[config.mk]
export PLATFORM = sky130hd
export DESIGN_NAME = pipe_hazard_ctrl
export DESIGN_NICKNAME = d
export VERILOG_FILES = /design/src/rtl/pipe_hazard_ctrl.sv
export SDC_FILE = /design/constraint.sdc
export NUM_CORES = 1
export LEC_CHECK = 0
export CAP_MARGIN = 20
export CORE_MARGIN = 4
export CORE_UTILIZATION = 32
export DETAILED_ROUTE_END_ITERATION = 10
export PLACE_DENSITY = 0.82
export SYNTH_ARGS = -nofsm -noshare
export SYNTH_HDL_FRONTEND = slang
export SYNTH_SLANG_ARGS = --single-unit
[constraint.sdc]
create_clock -name clk -period 2.73 [get_ports clk]
set_input_delay 0.819 -clock clk [delete_from_list [all_inputs] [get_ports clk]]
set_output_delay 0.819 -clock clk [all_outputs]
set_load 0.02 [all_outputs]
[src/rtl/pipe_hazard_ctrl.sv]
// Pipeline sequencing controller: load-use, MEM-stage branch flush and dmem req/ack wait with timeout.
// Optional performance counters are built only when HAZARD_PERF_EN is defined.
module pipe_hazard_ctrl #(
    parameter int unsigned TIMEOUT_W = 4
) (
    input  logic        clk,
    input  logic        rst,
    input  logic        idex_memread,
    input  logic [4:0]  idex_rt,
    input  logic [4:0]  ifid_rs,
    input  logic [4:0]  ifid_rt,
    input  logic        exmem_memread,
    input  logic        exmem_memwrite,
    input  logic        branch_taken,
    input  logic        dmem_ack,
    output logic        dmem_req,
    output logic        pc_write,
    output logic        ifid_write,
    output logic        ifid_flush,
    output logic        idex_flush,
    output logic        exmem_flush,
    output logic        exmem_hold,
    output logic        memwb_bubble,
    output logic        mem_err,
    output logic [31:0] stall_cycles,
    output logic [31:0] flush_count
);

    typedef enum logic [1:0] {
        RUN,
        MEMWAIT,
        ERR
    } state_e;

    // Last MEMWAIT cycle that may still see an ack is count 2^W-2, giving 2^W-1 wait cycles.
    localparam logic [TIMEOUT_W-1:0] WAIT_LAST = {{(TIMEOUT_W-1){1'b1}}, 1'b0};

    state_e               state_q, state_d;
    logic [TIMEOUT_W-1:0] wait_q, wait_d;
    logic                 mem_access;
    logic                 load_use;

    assign mem_access = exmem_memread | exmem_memwrite;
    assign load_use   = idex_memread && (idex_rt != 5'd0) &&
                        ((idex_rt == ifid_rs) || (idex_rt == ifid_rt));

    always_ff @(posedge clk or negedge rst) begin
        if (!rst) begin
            state_q <= RUN;
            wait_q  <= '0;
        end else begin
            state_q <= state_d;
            wait_q  <= wait_d;
        end
    end

    always_comb begin
        state_d      = state_q;
        wait_d       = wait_q;
        dmem_req     = 1'b0;
        pc_write     = 1'b0;
        ifid_write   = 1'b0;
        ifid_flush   = 1'b0;
        idex_flush   = 1'b0;
        exmem_flush  = 1'b0;
        exmem_hold   = 1'b0;
        memwb_bubble = 1'b0;
        mem_err      = 1'b0;

        if (rst) begin
            unique case (state_q)
                RUN: begin
                    pc_write   = 1'b1;
                    ifid_write = 1'b1;
                    dmem_req   = mem_access;
                    if (mem_access && !dmem_ack) begin
                        // Branch flush waits for the ack cycle; EX/MEM is held so it stays visible.
                        pc_write     = 1'b0;
                        ifid_write   = 1'b0;
                        exmem_hold   = 1'b1;
                        memwb_bubble = 1'b1;
                        state_d      = MEMWAIT;
                        wait_d       = '0;
                    end else if (branch_taken) begin
                        ifid_flush  = 1'b1;
                        idex_flush  = 1'b1;
                        exmem_flush = 1'b1;
                    end else if (load_use) begin
                        pc_write   = 1'b0;
                        ifid_write = 1'b0;
                        idex_flush = 1'b1;
                    end
                end
                MEMWAIT: begin
                    dmem_req = 1'b1;
                    if (dmem_ack) begin
                        pc_write    = 1'b1;
                        ifid_write  = 1'b1;
                        ifid_flush  = branch_taken;
                        idex_flush  = branch_taken;
                        exmem_flush = branch_taken;
                        state_d     = RUN;
                        wait_d      = '0;
                    end else begin
                        exmem_hold   = 1'b1;
                        memwb_bubble = 1'b1;
                        if (wait_q == WAIT_LAST) begin
                            state_d = ERR;
                            wait_d  = '0;
                        end else begin
                            wait_d = wait_q + 1'b1;
                        end
                    end
                end
                ERR: begin
                    mem_err      = 1'b1;
                    exmem_hold   = 1'b1;
                    memwb_bubble = 1'b1;
                end
                default: begin
                    state_d = RUN;
                    wait_d  = '0;
                end
            endcase
        end
    end

`ifdef HAZARD_PERF_EN
    logic [31:0] stall_q, stall_d;
    logic [31:0] flush_q, flush_d;

    always_comb begin
        stall_d = stall_q;
        flush_d = flush_q;
        if (!pc_write && (stall_q != '1)) stall_d = stall_q + 32'd1;
        if (exmem_flush && (flush_q != '1)) flush_d = flush_q + 32'd1;
    end

    always_ff @(posedge clk or negedge rst) begin
        if (!rst) begin
            stall_q <= '0;
            flush_q <= '0;
        end else begin
            stall_q <= stall_d;
            flush_q <= flush_d;
        end
    end

    assign stall_cycles = stall_q;
    assign flush_count  = flush_q;
`else
    assign stall_cycles = '0;
    assign flush_count  = '0;
`endif

endmodule

=== Word level (Yosys, flattened, before mapping) ===
Index checks and enable logic that the tools add are counted.

* RAM bits: 0
* Logic and storage cells: 53
* Bits in latches: 0
* Bits in read-only memories: 0
* Register bits: 6
* Bits of input ports: 22
* Memories: 0

* Divide/modulo/power cells: 0
* Bitwise gates (word level): 2
* Muxes and demuxes: 32
* Shift-type cells: 0
* Reductions and logical operators: 9
* $mul: 0
* Add/sub/neg operators: 1
* Eq/ne operators: 7
* $lt $le $gt $ge: 0

{| class="wikitable"
|+ Operators with widths
! operator !! count
|-
| two-way mux 1 bit || 19
|-
| two-way mux 4 bit || 3
|-
| one-hot mux 4 bit (3 select lines) || 1
|-
| equality test 5 bit || 2
|-
| one-hot mux 1 bit (2 select lines) || 4
|-
| two-way mux 2 bit || 3
|-
| one-hot mux 2 bit (3 select lines) || 1
|-
| nonzero test 5 bit || 1
|-
| adder 4 x 1 -> 4 bit, second input constant || 1
|-
| equality test 4 bit, second input constant || 1
|-
| AND reduction 4 bit || 1
|-
| logical AND 1 bit || 3
|-
| inequality test 3 bit, second input constant || 1
|-
| one-hot mux 1 bit (3 select lines) || 1
|-
| AND reduction 3 bit || 1
|-
| equality test 2 x 1 -> 1 bit, second input constant || 1
|-
| equality test 2 bit, second input constant || 1
|-
| zero test 2 bit || 1
|-
| inequality test 2 bit, second input constant || 1
|-
| zero test 1 bit || 1
|-
| logical OR 1 bit || 1
|-
| NOT 1 bit || 1
|-
| OR 1 bit || 1
|}

=== Longest topological paths before layout ===
* Word-level depth: 8
* Gate-level depth with buffers: 6

=== Worst setup path after synthesis ===
Ideal clock, no wire load.

* Path type: input-to-output
* Start: in idex_rt[1]
* End: out pc_write
* Path slack: -0.032 ns
* Cell stages on the path: 5
* Data arrival time: 1.943 ns
* Required time: 1.911 ns
* Path through: or4_1 o21ai_2 a311o_2 o21ba_2 buf_4

* Longest elaborated chain between the ends: 8
* Elaborated cells between the ends (all ways): 11
* Those cells by class: eq/ne: 2; mux: 5; reduce/logical: 4

{| class="wikitable"
|+ Ends and longest elaborated chain
! what !! RTL line !! source
|-
| start, declared || 9 || <nowiki>input logic [4:0] idex_rt,</nowiki>
|-
| equality test 5 bit or nonzero test 5 bit (tied branches) || 45, 44 ||
|-
| logical OR 1 bit or logical AND 1 bit (tied branches) || 45, 44 ||
|-
| logical AND 1 bit * || 44 || <nowiki>assign load_use = idex_memread && (idex_rt != 5'd0) &&</nowiki>
|-
| two-way mux 1 bit * (3 in a row) || -- ||
|-
| one-hot mux 1 bit (2 select lines) * || -- ||
|-
| two-way mux 1 bit * || -- ||
|-
| end, declared || 17 || <nowiki>output logic pc_write,</nowiki>
|}

Mark *: on every way between the ends. The rest lies on a longest branch, timed or not.

=== Worst setup path after layout ===
* Start: in idex_rt[3]
* End: out pc_write

* Longest elaborated chain between the ends: 8
* Elaborated cells between the ends (all ways): 11
* Those cells by class: eq/ne: 2; mux: 5; reduce/logical: 4

{| class="wikitable"
|+ Ends and longest elaborated chain
! what !! RTL line !! source
|-
| equality test 5 bit or nonzero test 5 bit (tied branches) || 45, 44 ||
|-
| logical OR 1 bit or logical AND 1 bit (tied branches) || 45, 44 ||
|-
| logical AND 1 bit * || 44 ||
|-
| two-way mux 1 bit * || 88 || <nowiki>end else if (load_use) begin</nowiki>
|-
| two-way mux 1 bit * || 84 || <nowiki>end else if (branch_taken) begin</nowiki>
|-
| two-way mux 1 bit * || 76 || <nowiki>if (mem_access && !dmem_ack) begin</nowiki>
|-
| one-hot mux 1 bit (2 select lines) * || 71 || <nowiki>unique case (state_q)</nowiki>
|-
| two-way mux 1 bit * || 70 || <nowiki>if (rst) begin</nowiki>
|}

Marked as above.

==> flow_summary.yaml <==
outcome:
  status: "complete, but fails checks"
  violations: "negative setup slack"
placement:
  placedCellCount: 211
  io_buffers: 30
  place_congestion: 0.725
  hpwl_um: 1890
logic_synthesis:
  yosysWarnings: 0
  syn_inst: 135
  netlist_area_um2: 1070
  syn_avg_cell_area_um2: 7.92
  ys_ff_latch: 6
  synth_area_leaders: "buf_4 (47%), dfrtp_1 (14%), xor2_1 (8.2%)"
  synth.largest_area_cell: "buf_4"
  synth-seq-area-share_pct: 14.1
  yosysTopAreaCellShare_pct: 47.1
  yosys.cell_types.count: 31
worst_setup_path:
  rrSetupSlack_ps: 1260
  rr_endpoint: "wait_q[1]$_DFFE_PN0P_"
  required_ps: 1910
  cp_max_fo: 2
  crit_arrival_ps: 1980
  crit_start: "idex_rt[3]"
  timing.rr.start: "state_q[1]$_DFFE_PN0P_"
  start_kind: "input port"
  r2r_cells: 3
  cp-endpoint: "pc_write"
  timing_worst_setup_path_type: "in2out"
  cp-end-kind: "primary output"
grt:
  grt_max_degree: 9
  overflow: 0
  grt_pass1_vias: 678
  use_met1_pct: 9.60
  track_usage_pct: 8.67
  grtUsageMet2_pct: 16.6
  grt_antenna_before_repair: 0
  grt_use_met3_pct: 2.04
  grt_pass1_wl_um: 2890
  grt_busiest_layer: "met2"
finish:
  instances_no_fill: 218
  final_nets: 200
  diodes: 0
  drive_gt1_share_pct: 23.0
  nFillCells: 335
  areaGrowthSynthToFinish_pct: 16.9
routing:
  first_iter_violations: 4
  drt_wl_total_um: 2250
  detail-route-antenna-nets: 0
  viasPerCell: 3.76
  dr.pass1.iters: 3
  routedWlPerCell_um: 10.3
  vias: 820
  drc: 0
clock_tree:
  cts_tree: "yes"
  root_buffer: "clkbuf_4"
  path_clk_slew_ps: 50
  numCtsBuffers: 3
  worstSkewPairLatency_ps: 240
  cts-htree-levels: 1
  clock-sinks: 6
  ctsLongestPathBuffers: 2
min_path:
  min_path_type: "reg2reg"
  min_path_cells: 1
floorplan:
  coreArea_um2: 3130
  rows: 20
  die_w_um: 65.8
  top_level_ports: 95
  start_util_pct: 34.2
  dieHeight_um: 65.8
  design.die.area_um2: 4330
sta:
  setup_violations: 3
  final.period_utilization_pct: 102
  skew_ps: 2.11
  grt_setup_unrepaired: "true"
  fmax_ghz: 0.358
  fin_hold_ws_ps: 526
  fin_crit_ps: 2790
  report.final.slew_viol_count: 0
  finalHoldViolCount: 0
  fin_ws_ps: -64.8
power:
  power.leakage_nw: 0.672
  powerDensity_nw_per_um2: 454
  ir_drop_v: 0.000179
flow_run:
  cap_viol_max_count: 0
[per-layer routing]
layer / vias to the layer above / wire, um
li1: 398 / -
met1: 377 / 804
met2: 43 / 1220
met3: 2 / 213
met4: 0 / 11
met5: - / 0
[power by group]
part / internal (mW) / total [mW] / switching [mW]
Clock: 0.0498 / 0.0831 / 0.0333
Sequential: 0.109 / 0.132 / 0.0234
Combinational: 0.126 / 0.351 / 0.225
Total: 0.285 / 0.567 / 0.282
[cell usage after synthesis]
cell type   n
buf_4      67
xor2_1     10
nor2_1      7
dfrtp_1     6
o21ai_0     5
nor3_1      4
and3_1      3
inv_1       3
nand3_1     3
ha_1        2
nand2b_1    2
nor2b_1     2
o221ai_1    2
o2bb2ai_1   2
a21boi_0    1
a22oi_1     1
a311o_2     1
a31o_2      1
buf_2       1
clkbuf_1    1
conb_1      1
mux2_2      1
nand2_1     1
nand4_1     1
nor3b_1     1
o211ai_1    1
o21a_1      1
o21ai_2     1
o21ba_2     1
o32ai_1     1
or4_1       1
[stage by stage]
| step | power (mW) | setup TNS, ps | setup WS (ps) | util [%] | cell area (um^2) |
|---|---|---|---|---|---|
| detailed placement | 0.491 | -5640 | -955 | 38.8 | 1210 |
| floorplan | 0.444 | 0 | 1.13 | - | 1310 |
| finish | 0.567 | -148 | -64.8 | 39.9 | 1250 |
| global placement | 0.487 | -5580 | -919 | 38.8 | 1210 |
| global route | 0.609 | -221 | -87.1 | 39.9 | 1250 |
| CTS | 0.572 | -209 | -94.5 | 40.4 | 1260 |
[timing repair]
item,4_1_cts,5_1_grt
cloned,0,0
pin swaps,17,4
hold buffers,0,0
buffers inserted,4,0
endpoints found under the setup margin,9,5
resized for setup,81,7
[kinds of logic (layout without fill, tap and decap cells)]
logic type / count (synthesis) / count (layout) / share of synthesized area [%]
buf+inv: 72 / 48 / 48.9
compound gates: 18 / 18 / 12.9
fa+ha+maj: 2 / 2 / 2.34
flops: 6 / 6 / 14.1
mux: 1 / 1 / 1.05
simple gates: 25 / 25 / 12.2
other cells: 1 / 64 / 0.351
xor+xnor: 10 / 10 / 8.20
[cell usage in the layout (no fill, tap or decap), types with 2 or more instances in the layout]
master,instances
ha_1,2
nand2b_1,2
clkdlybuf4s15_1,4
nor3_2,3
clkbuf_2,2
nor2_1,6
dlygate4sd2_1,12
dfrtp_1,6
o2bb2ai_1,2
o221ai_1,2
buf_2,7
buf_4,11
nand3_1,3
buf_6,4
clkbuf_4,3
and3_1,3
xor2_1,10
conb_1,64
o21ai_0,4
inv_1,3
[how the worst min path moves through the flow]
stage / from / end / slack (ps)
2_1_floorplan: wait_q[3]$_DFFE_PN0P_ / wait_q[3]$_DFFE_PN0P_ / 470
3_3_place_gp: wait_q[3]$_DFFE_PN0P_ / wait_q[3]$_DFFE_PN0P_ / 500
3_5_place_dp: wait_q[3]$_DFFE_PN0P_ / wait_q[3]$_DFFE_PN0P_ / 520
4_1_cts: wait_q[3]$_DFFE_PN0P_ / wait_q[3]$_DFFE_PN0P_ / 540
5_1_grt: wait_q[3]$_DFFE_PN0P_ / wait_q[3]$_DFFE_PN0P_ / 540
6_report: wait_q[3]$_DFFE_PN0P_ / wait_q[3]$_DFFE_PN0P_ / 530
[cell type report]
cell class	instances	area (um^2)	area share, %
repair buffers	42	343	27.5
well taps	44	55.1	4.41
multi-input cells	120	667	53.4
clock buffers	3	22.5	1.80
flip-flops and latches	6	150	12.0
inverters	3	11.3	0.902
[state kept, by name, summed over array words and instances, names as in the netlist]
signal   count
state_q      2
wait_q       4
[critical path, stage by stage]
cell     delay, ps
buf_8           90
buf_4          130
buf_4          120
xor2_1         130
nor2_1         130
a22oi_2         80
buf_4          140
o21ba_4        200
buf_6          130
Note: power is estimated with default switching activity, not from simulation.
